==> config.mk <==
export PLATFORM = sky130hd
export DESIGN_NAME = bagging_feeder
export DESIGN_NICKNAME = d
export VERILOG_FILES = /design/src/rtl/bagging_feeder.sv
export SDC_FILE = /design/constraint.sdc
export NUM_CORES = 2
export LEC_CHECK = 0
export ABC_AREA = 0
export CORE_MARGIN = 4
export CORE_UTILIZATION = 50
export DETAILED_ROUTE_END_ITERATION = 8
export PLACE_DENSITY_LB_ADDON = 0.1
export RECOVER_POWER = 25
export SLEW_MARGIN = 20
export SYNTH_ARGS = -nofsm -noshare
export SYNTH_HDL_FRONTEND = slang
export SYNTH_MEMORY_MAX_BITS = 65536
export SYNTH_SLANG_ARGS = --single-unit
==> constraint.sdc <==
create_clock -name clk -period 3.6 [get_ports clk]
set_input_delay 0.72 -clock clk [delete_from_list [all_inputs] [get_ports clk]]
set_output_delay 0.72 -clock clk [all_outputs]
set_load 0.01 [all_outputs]
==> src/rtl/bagging_feeder.sv <==
// bagging_feeder: buffers one feature sample, runs it through NUM_MODELS
// weak learners on the shared serial classifier and emits the majority vote.
// Optional watchdog on the classifier wait: define BAGGING_FEEDER_TIMEOUT_EN.
module bagging_feeder #(
    parameter int NUM_MODELS = 5,
    parameter int NUM_TAPS   = 30,
    parameter int TIMEOUT    = 64
) (
    input  logic       clk,
    input  logic       rst,
    input  logic       w_we,
    input  logic [3:0] w_model,
    input  logic [4:0] w_addr,
    input  logic [8:0] w_data,
    input  logic       s_valid,
    output logic       s_ready,
    input  logic [1:0] s_data,
    output logic       clf_clr_n,
    output logic       clf_en,
    output logic [1:0] clf_data,
    output logic [8:0] clf_weight,
    output logic [8:0] clf_bias,
    input  logic [1:0] clf_result,
    input  logic       clf_ready,
    output logic       out_valid,
    input  logic       out_ready,
    output logic [1:0] out_result,
    output logic       out_err
);
    localparam int         VW     = $clog2(NUM_MODELS + 1) + 1;
    localparam logic [3:0] LAST_M = 4'(NUM_MODELS - 1);
    localparam logic [4:0] LAST_T = 5'(NUM_TAPS - 1);
    localparam logic [4:0] BIAS_A = 5'(NUM_TAPS);

    typedef enum logic [2:0] {
        S_IDLE, S_LOAD, S_CLR, S_START,
        S_STREAM, S_WAIT, S_VOTE, S_DONE
    } state_t;

    state_t               state_q, state_d;
    logic [4:0]           tap_q, tap_d;
    logic [3:0]           model_q, model_d;
    logic signed [VW-1:0] vote_q, vote_d;
    logic                 rdy_q;
    logic [1:0]           res_q;
    logic                 s_ready_q;
    logic                 clr_n_q;
    logic [8:0]           coef_q [16][32];
    logic [1:0]           feat_q [32];
    logic [8:0]           bias_w;
    logic                 accept;

`ifdef BAGGING_FEEDER_TIMEOUT_EN
    localparam int            TW     = $clog2(TIMEOUT + 1);
    localparam logic [TW-1:0] T_LAST = TW'(TIMEOUT - 1);
    logic [TW-1:0] wcnt_q, wcnt_d;
    logic          err_q, err_d;
`endif

    assign accept    = s_valid & s_ready_q;
    assign s_ready   = s_ready_q;
    assign clf_clr_n = clr_n_q;
    assign bias_w    = coef_q[model_q][BIAS_A];

    // Coefficient and feature storage; contents survive reset.
    always_ff @(posedge clk) begin
        if (w_we && state_q == S_IDLE &&
            w_model <= LAST_M && w_addr <= BIAS_A)
            coef_q[w_model][w_addr] <= w_data;
        if (accept)
            feat_q[tap_q] <= s_data;
    end

    // State, counters and registered handshake/clear outputs.
    always_ff @(posedge clk or negedge rst) begin
        if (!rst) begin
            state_q   <= S_IDLE;
            tap_q     <= '0;
            model_q   <= '0;
            vote_q    <= '0;
            rdy_q     <= 1'b0;
            res_q     <= 2'b00;
            s_ready_q <= 1'b0;
            clr_n_q   <= 1'b0;
`ifdef BAGGING_FEEDER_TIMEOUT_EN
            wcnt_q    <= '0;
            err_q     <= 1'b0;
`endif
        end else begin
            state_q   <= state_d;
            tap_q     <= tap_d;
            model_q   <= model_d;
            vote_q    <= vote_d;
            rdy_q     <= clf_ready;
            res_q     <= clf_result;
            s_ready_q <= (state_d == S_IDLE) || (state_d == S_LOAD);
            clr_n_q   <= (state_d != S_CLR);
`ifdef BAGGING_FEEDER_TIMEOUT_EN
            wcnt_q    <= wcnt_d;
            err_q     <= err_d;
`endif
        end
    end

    // Sequencing of load, per-model run, vote and result handshake.
    always_comb begin
        state_d    = state_q;
        tap_d      = tap_q;
        model_d    = model_q;
        vote_d     = vote_q;
        clf_en     = 1'b0;
        clf_data   = 2'b00;
        clf_weight = 9'd0;
        clf_bias   = 9'd0;
        out_valid  = 1'b0;
        out_result = 2'b00;
        out_err    = 1'b0;
`ifdef BAGGING_FEEDER_TIMEOUT_EN
        wcnt_d     = wcnt_q;
        err_d      = err_q;
`endif
        unique case (state_q)
            S_IDLE: begin
                if (accept) begin
                    tap_d   = 5'd1;
                    state_d = S_LOAD;
                end
            end
            S_LOAD: begin
                if (accept) begin
                    if (tap_q == LAST_T) begin
                        tap_d   = '0;
                        model_d = '0;
                        vote_d  = '0;
`ifdef BAGGING_FEEDER_TIMEOUT_EN
                        err_d   = 1'b0;
`endif
                        state_d = S_CLR;
                    end else begin
                        tap_d = tap_q + 5'd1;
                    end
                end
            end
            S_CLR: state_d = S_START;
            S_START: begin
                clf_en   = 1'b1;
                clf_bias = bias_w;
                state_d  = S_STREAM;
            end
            S_STREAM: begin
                clf_data   = feat_q[tap_q];
                clf_weight = coef_q[model_q][tap_q];
                clf_bias   = bias_w;
                if (tap_q == LAST_T) begin
                    tap_d   = '0;
`ifdef BAGGING_FEEDER_TIMEOUT_EN
                    wcnt_d  = '0;
`endif
                    state_d = S_WAIT;
                end else begin
                    tap_d = tap_q + 5'd1;
                end
            end
            S_WAIT: begin
                clf_bias = bias_w;
                if (rdy_q) begin
                    state_d = S_VOTE;
                end
`ifdef BAGGING_FEEDER_TIMEOUT_EN
                else if (wcnt_q == T_LAST) begin
                    err_d   = 1'b1;
                    state_d = S_DONE;
                end else begin
                    wcnt_d = wcnt_q + TW'(1);
                end
`endif
            end
            S_VOTE: begin
                clf_bias = bias_w;
                if (res_q == 2'b11) vote_d = vote_q - 1'b1;
                else                vote_d = vote_q + 1'b1;
                if (model_q == LAST_M) begin
                    state_d = S_DONE;
                end else begin
                    model_d = model_q + 4'd1;
                    state_d = S_CLR;
                end
            end
            S_DONE: begin
                out_valid  = 1'b1;
                out_result = vote_q[VW-1] ? 2'b11 : 2'b01;
`ifdef BAGGING_FEEDER_TIMEOUT_EN
                out_err = err_q;
                if (err_q) out_result = 2'b01;
`endif
                if (out_ready) state_d = S_IDLE;
            end
            default: state_d = S_IDLE;
        endcase
    end
endmodule
# After elaboration in Yosys (flattened, before gate mapping)
# Memories as Yosys holds them, arrays and structs flattened.
# Cells that the tools add are included.
# W data, S select, Z words.
dict set report totals {
  ramBits 4672
  wordCells 85
  out_inout_bits 27
  mem_count 2
  ff_bits 21
}
# name depth width read_ports rd_ports_with_merged_regs wr line_no
set mem_list {}
lappend mem_list {coef_q 16 288 1 0 1 48} ;# logic [8:0] coef_q [16][32];
lappend mem_list {feat_q 32 2 1 0 1 49} ;# logic [1:0] feat_q [32];
dict set report classes {
  bitwise_logic 3
  addsub 4
  eq_ne 16
  n_mux 34
  magnitude_cmp 5
  n_reduce_logical 13
}
# cell n
set ops {}
lappend ops {{$mux W288} 1}
lappend ops {{$bmux W9 S5} 1}
lappend ops {{$demux W9 S5} 1}
lappend ops {{$mux W9} 5}
lappend ops {{$pmux W3 S8} 1}
lappend ops {{$mux W3} 7}
lappend ops {{$mux W4} 4}
lappend ops {{$pmux W4 S2} 2}
lappend ops {{$mux W5} 3}
lappend ops {{$pmux W5 S3} 1}
lappend ops {{$eq A3 B3 Y1 const B} 4}
lappend ops {{$ge A6 B6 Y1 const B} 2}
lappend ops {{$not A5 Y6} 2}
lappend ops {{$add A4 B1 Y4 const B} 2}
lappend ops {{$ne A2 B2 Y1 const B} 4}
lappend ops {{$eq A3 B1 Y1 const B} 2}
lappend ops {{$eq A3 B2 Y1 const B} 2}
lappend ops {{$logic_not A3 Y1} 2}
lappend ops {{$lt A6 B1 Y1 const B} 1}
lappend ops {{$mux W2} 3}
lappend ops {{$reduce_and A3 Y1} 2}
lappend ops {{$add A5 B1 Y5 const B} 1}
lappend ops {{$eq A5 B5 Y1 const B} 1}
lappend ops {{$le A5 B5 Y1 const B} 1}
lappend ops {{13 further kinds} 20}

# Logic depth before layout (Yosys ltp)
dict set report depth {
  word_depth 6
  depth_mapped 16
}

# Worst setup path before layout
# Ideal clock, no wire load.
dict set report synth_timing {
  kind {register -> output}
  start {reg model_q[0]}
  end {out clf_weight[0]}
  required_ps 2880
  setup_slack_ps 372
  n_path_buf 5
  arrival_ps 2508
  stages_incl_launch_ff 11
  path_cell_list {dfrtp_1 buf_6 buf_6 buf_6 buf_6 buf_4 mux4_2 a221oi_1 nor3_1 nor4_1 a41oi_1}
}
dict set report synth_via {
  elab_chain_len 5
}
# element line_no
set synth_rtl {}
lappend synth_rtl {{start, declared} 42} ;# logic [3:0] model_q, model_d;
lappend synth_rtl {{start signal, assigned} 92} ;# model_q <= model_d;
lappend synth_rtl {{$mem_v2 Z16 W288} n/a}
lappend synth_rtl {{$bmux W9 S5} 152} ;# clf_weight = coef_q[model_q][tap_q];
lappend synth_rtl {{$mux W9 (implied by the code) (2 in series)} 152}
lappend synth_rtl {{$mux W9} 122} ;# unique case (state_q)
lappend synth_rtl {{end, declared} 21} ;# output logic [8:0] clf_weight,
# Every way passes these cells. The select of a mux whose other input is x is not followed.

# Final worst setup path
# Ends and elaborated chain as after synthesis.

==> impl_results.md <==
* Status: finished, violations left
* Failing checks: capacitance limit, slew limit, setup timing
* Crit-path cells: buf_12 > buf_12 > buf_6 > or3_4 > buf_12 > buf_4 > buf_4 > o221ai_4 > a221oi_2 > buf_4 > a2111oi_4 > nor4_4 > and3_4 > a41oi_4 > buf_6 > buf_6
* Worst setup margin at -1860 ps
* Root Buffer: clkbuf_16
* Cell family with most CP delay: buffers and inverters
* Total GRT Usage at 25.4%
* CP peak stage delay at 500 ps
* Die width at 610 um
* CP Data Arrival Time at 4740 ps
* Async set-or-reset flop fraction in the synthesized netlist at 0.447%
* CTS tree: done
* Final Max Slew Viols at 838
* Pin count of the biggest net entering global routing at 145
* Max clock buf depth at 4
* Worst clock skew at 46.7 ps
* Static leakage at 0.0821 uW
* Port bufs at 53
* Cells after Synth at 8308
* Library cells used by synthesis at 78
* FF+latch count, synth at 4693
* Layout net count at 12900
* Vias in the first global route at 97800
* Endpoints failing setup at 195
* CP Launch Type: register
* Primary FF master, synth: edfxtp_1
* H-Tree Depth at 5
* Synth cell count leaders: 4672 x edfxtp_1, 998 x mux4_2, 506 x mux2i_1
* Net Sw Frac at 29.6%
* Peak supply drop at 0.519 mV
* Fin crit share at 152%
* Sequential Power Share at 39.8%
* Switching Power at 47900 uW
* CTS Buf Count at 476
* Via density at 5.31
* Core area at 360000 um2
* DR WL/cell at 26.0 um
* Routed Wire Length at 471000 um
* WHS at 284 ps
* DRC viols at 0
* Req. time, crit path at 2880 ps
* Worst-path clk slew at 60 ps
* Via count at 95900
* Avg Cell Area, Syn at 21.8 um2
* EDFF count, synth at 4672
* Seq/Total Area, Yosys at 77.7%
* Die area at 372000 um2
* Yosys warning total at 0
* Minimum clock period at 5460 ps
* Clock power frac at 29.6%
* Pwr Density at 710 nW/um2
* Worst skew pair latency at 980 ps
* Synthesized cell area at 181000 um2
* Clock sink total at 4693
* Gate power share at 30.5%
* Synthesis-to-layout area growth at 25.9%
* DRT Pass-1 Iters at 6
* Final hold vios at 0
* CP max FO at 7
* Setup crit end kind: output port
* CP bufs+invs at 9
* Worst Tran Pin Value at 3750 ps
* First DRT Iteration DRCs at 10200
* First-pass GRT wire length at 678000 um
* Share of cells above drive strength 1 at 24.8%
* Row count at 220
* Ports at 55
* Initial core utilization at 50.3%
* DP HPWL at 304000 um
* Most common cell in the netlist: edfxtp_1
* Remaining global-route overflow at 0
* Max Cap Viol at 11
* Setup CP Type: reg2out
* HP Class: in2reg
* Dominant cell type by area after synthesis: edfxtp_1
* Max Freq at 183 MHz
* Top cell type's share of synthesized area at 77.5%
* Internal at 114000 uW
* Tot Pwr at 162000 uW
* GPL Wtd Cong at 0.830
* Critical-path top delay cell: dfrtp_4
* Height of the die at 610 um
* Initial antenna violation count at 21
* Unrepaired setup endpoints after global routing: yes
* Slew HR at -150%
* Synth area leaders: edfxtp_1 77%, mux4_2 12%, mux2i_1 2.8%, nand2_1 0.77%, o221ai_1 0.65%
* Antenna-violating nets left at 0
-- cell families after synthesis --
logic type	share of synthesized area [%]
muxes	15.6
other	0.00207
and+or+nand+nor	2.06
AOI/OAI and AO/OA	2.81
xor gates and xnor gates	0.0290
adders and majority gates	0.0663
DFF	77.7
buffers and inverters	1.68
-- registers in the layout, indices dropped and copies added (netlist names) --
name and flops:
rdy_q 1, res_q 2, vote_q 4, s_ready 1, tap_q 5, state_q 3
feat_q 64, coef_q 4608, model_q 4, clf_clr_n 1
-- layout make-up --
cell class	instances	area, um2
multi-input cells	6334	51300
inverters	15	83.8
flip-flops and latches	4693	141000
clock buffers	597	12500
clock inverters	280	2570
well taps	4773	5970
diodes	5	12.5
fillers	25900	132000
repair buffers	1380	14700
-- power by group through the flow --
stage	logic [uW]	registers [uW]	clock network, uW
floorplan	23400	65100	0
global placement	43400	65400	0
detailed placement	43600	65700	0
CTS	48700	64500	48900
global route	51800	64700	51300
finish	49400	64500	48000
-- worst paths after layout --
check	depth (start not counted)	end	from	slack, ps
hold / removal	1	rdy_q	clf_ready	280
max in group asynchronous	2	model_q[1]	rst	1950
hold reg to reg	1	vote_q[0]	vote_q[0]	520
setup reg to reg	13	model_q[1]	model_q[0]	430
setup / recovery	16	clf_weight[0]	model_q[0]	-1860
min in group asynchronous	2	res_q[0]	rst	610
-- through the flow --
step	area, um2	instances	utilization (%)	TNS (ps)	setup slack (ps)
global placement	208000	17000	57.9	-26260	-2170
floorplan	193000	11500	-	0	372
detailed placement	208000	17000	57.9	-26640	-2080
CTS	228000	18000	63.2	-26010	-1940
finish	228000	18100	63.3	-58900	-1860
global route	228000	18100	63.3	-223160	-1920
-- worst reg2reg max path: stages (launching register included) --
cell,delay (ps)
dfrtp_4,500
buf_12,150
buf_12,150
buf_4,190
inv_8,140
buf_12,210
buf_4,350
ha_1,210
inv_1,50
o32ai_1,330
a211o_1,190
nor2b_1,80
nand2_1,150
a22o_1,340
-- layer usage --
layer	track usage, %	share of wire (%)
met1	35.8	40
met2	42.1	49
met3	3.31	7.0
met4	7.16	3.4
met5	0	0
-- cell usage in the layout, fill, tap and decap left out, types with 116 or more instances in the layout --
cell type,instances
edfxtp_1,4672
conb_1,3214
mux4_2,998
buf_4,930
mux2i_1,494
clkbuf_16,488
nand2_1,362
nor2_1,259
buf_12,197
clkbuf_1,130
o221ai_1,126
clkinv_1,116
-- timing repair --
item                       4_1_cts  5_1_grt
gates cloned                    31        6
setup endpoints to repair       20       20
resized for setup              496      109
buffers inserted               101       50
hold endpoints to repair        18        0
hold buffers                     1        0
pin swaps                       54       34
(Power assumes the default switching activity.)
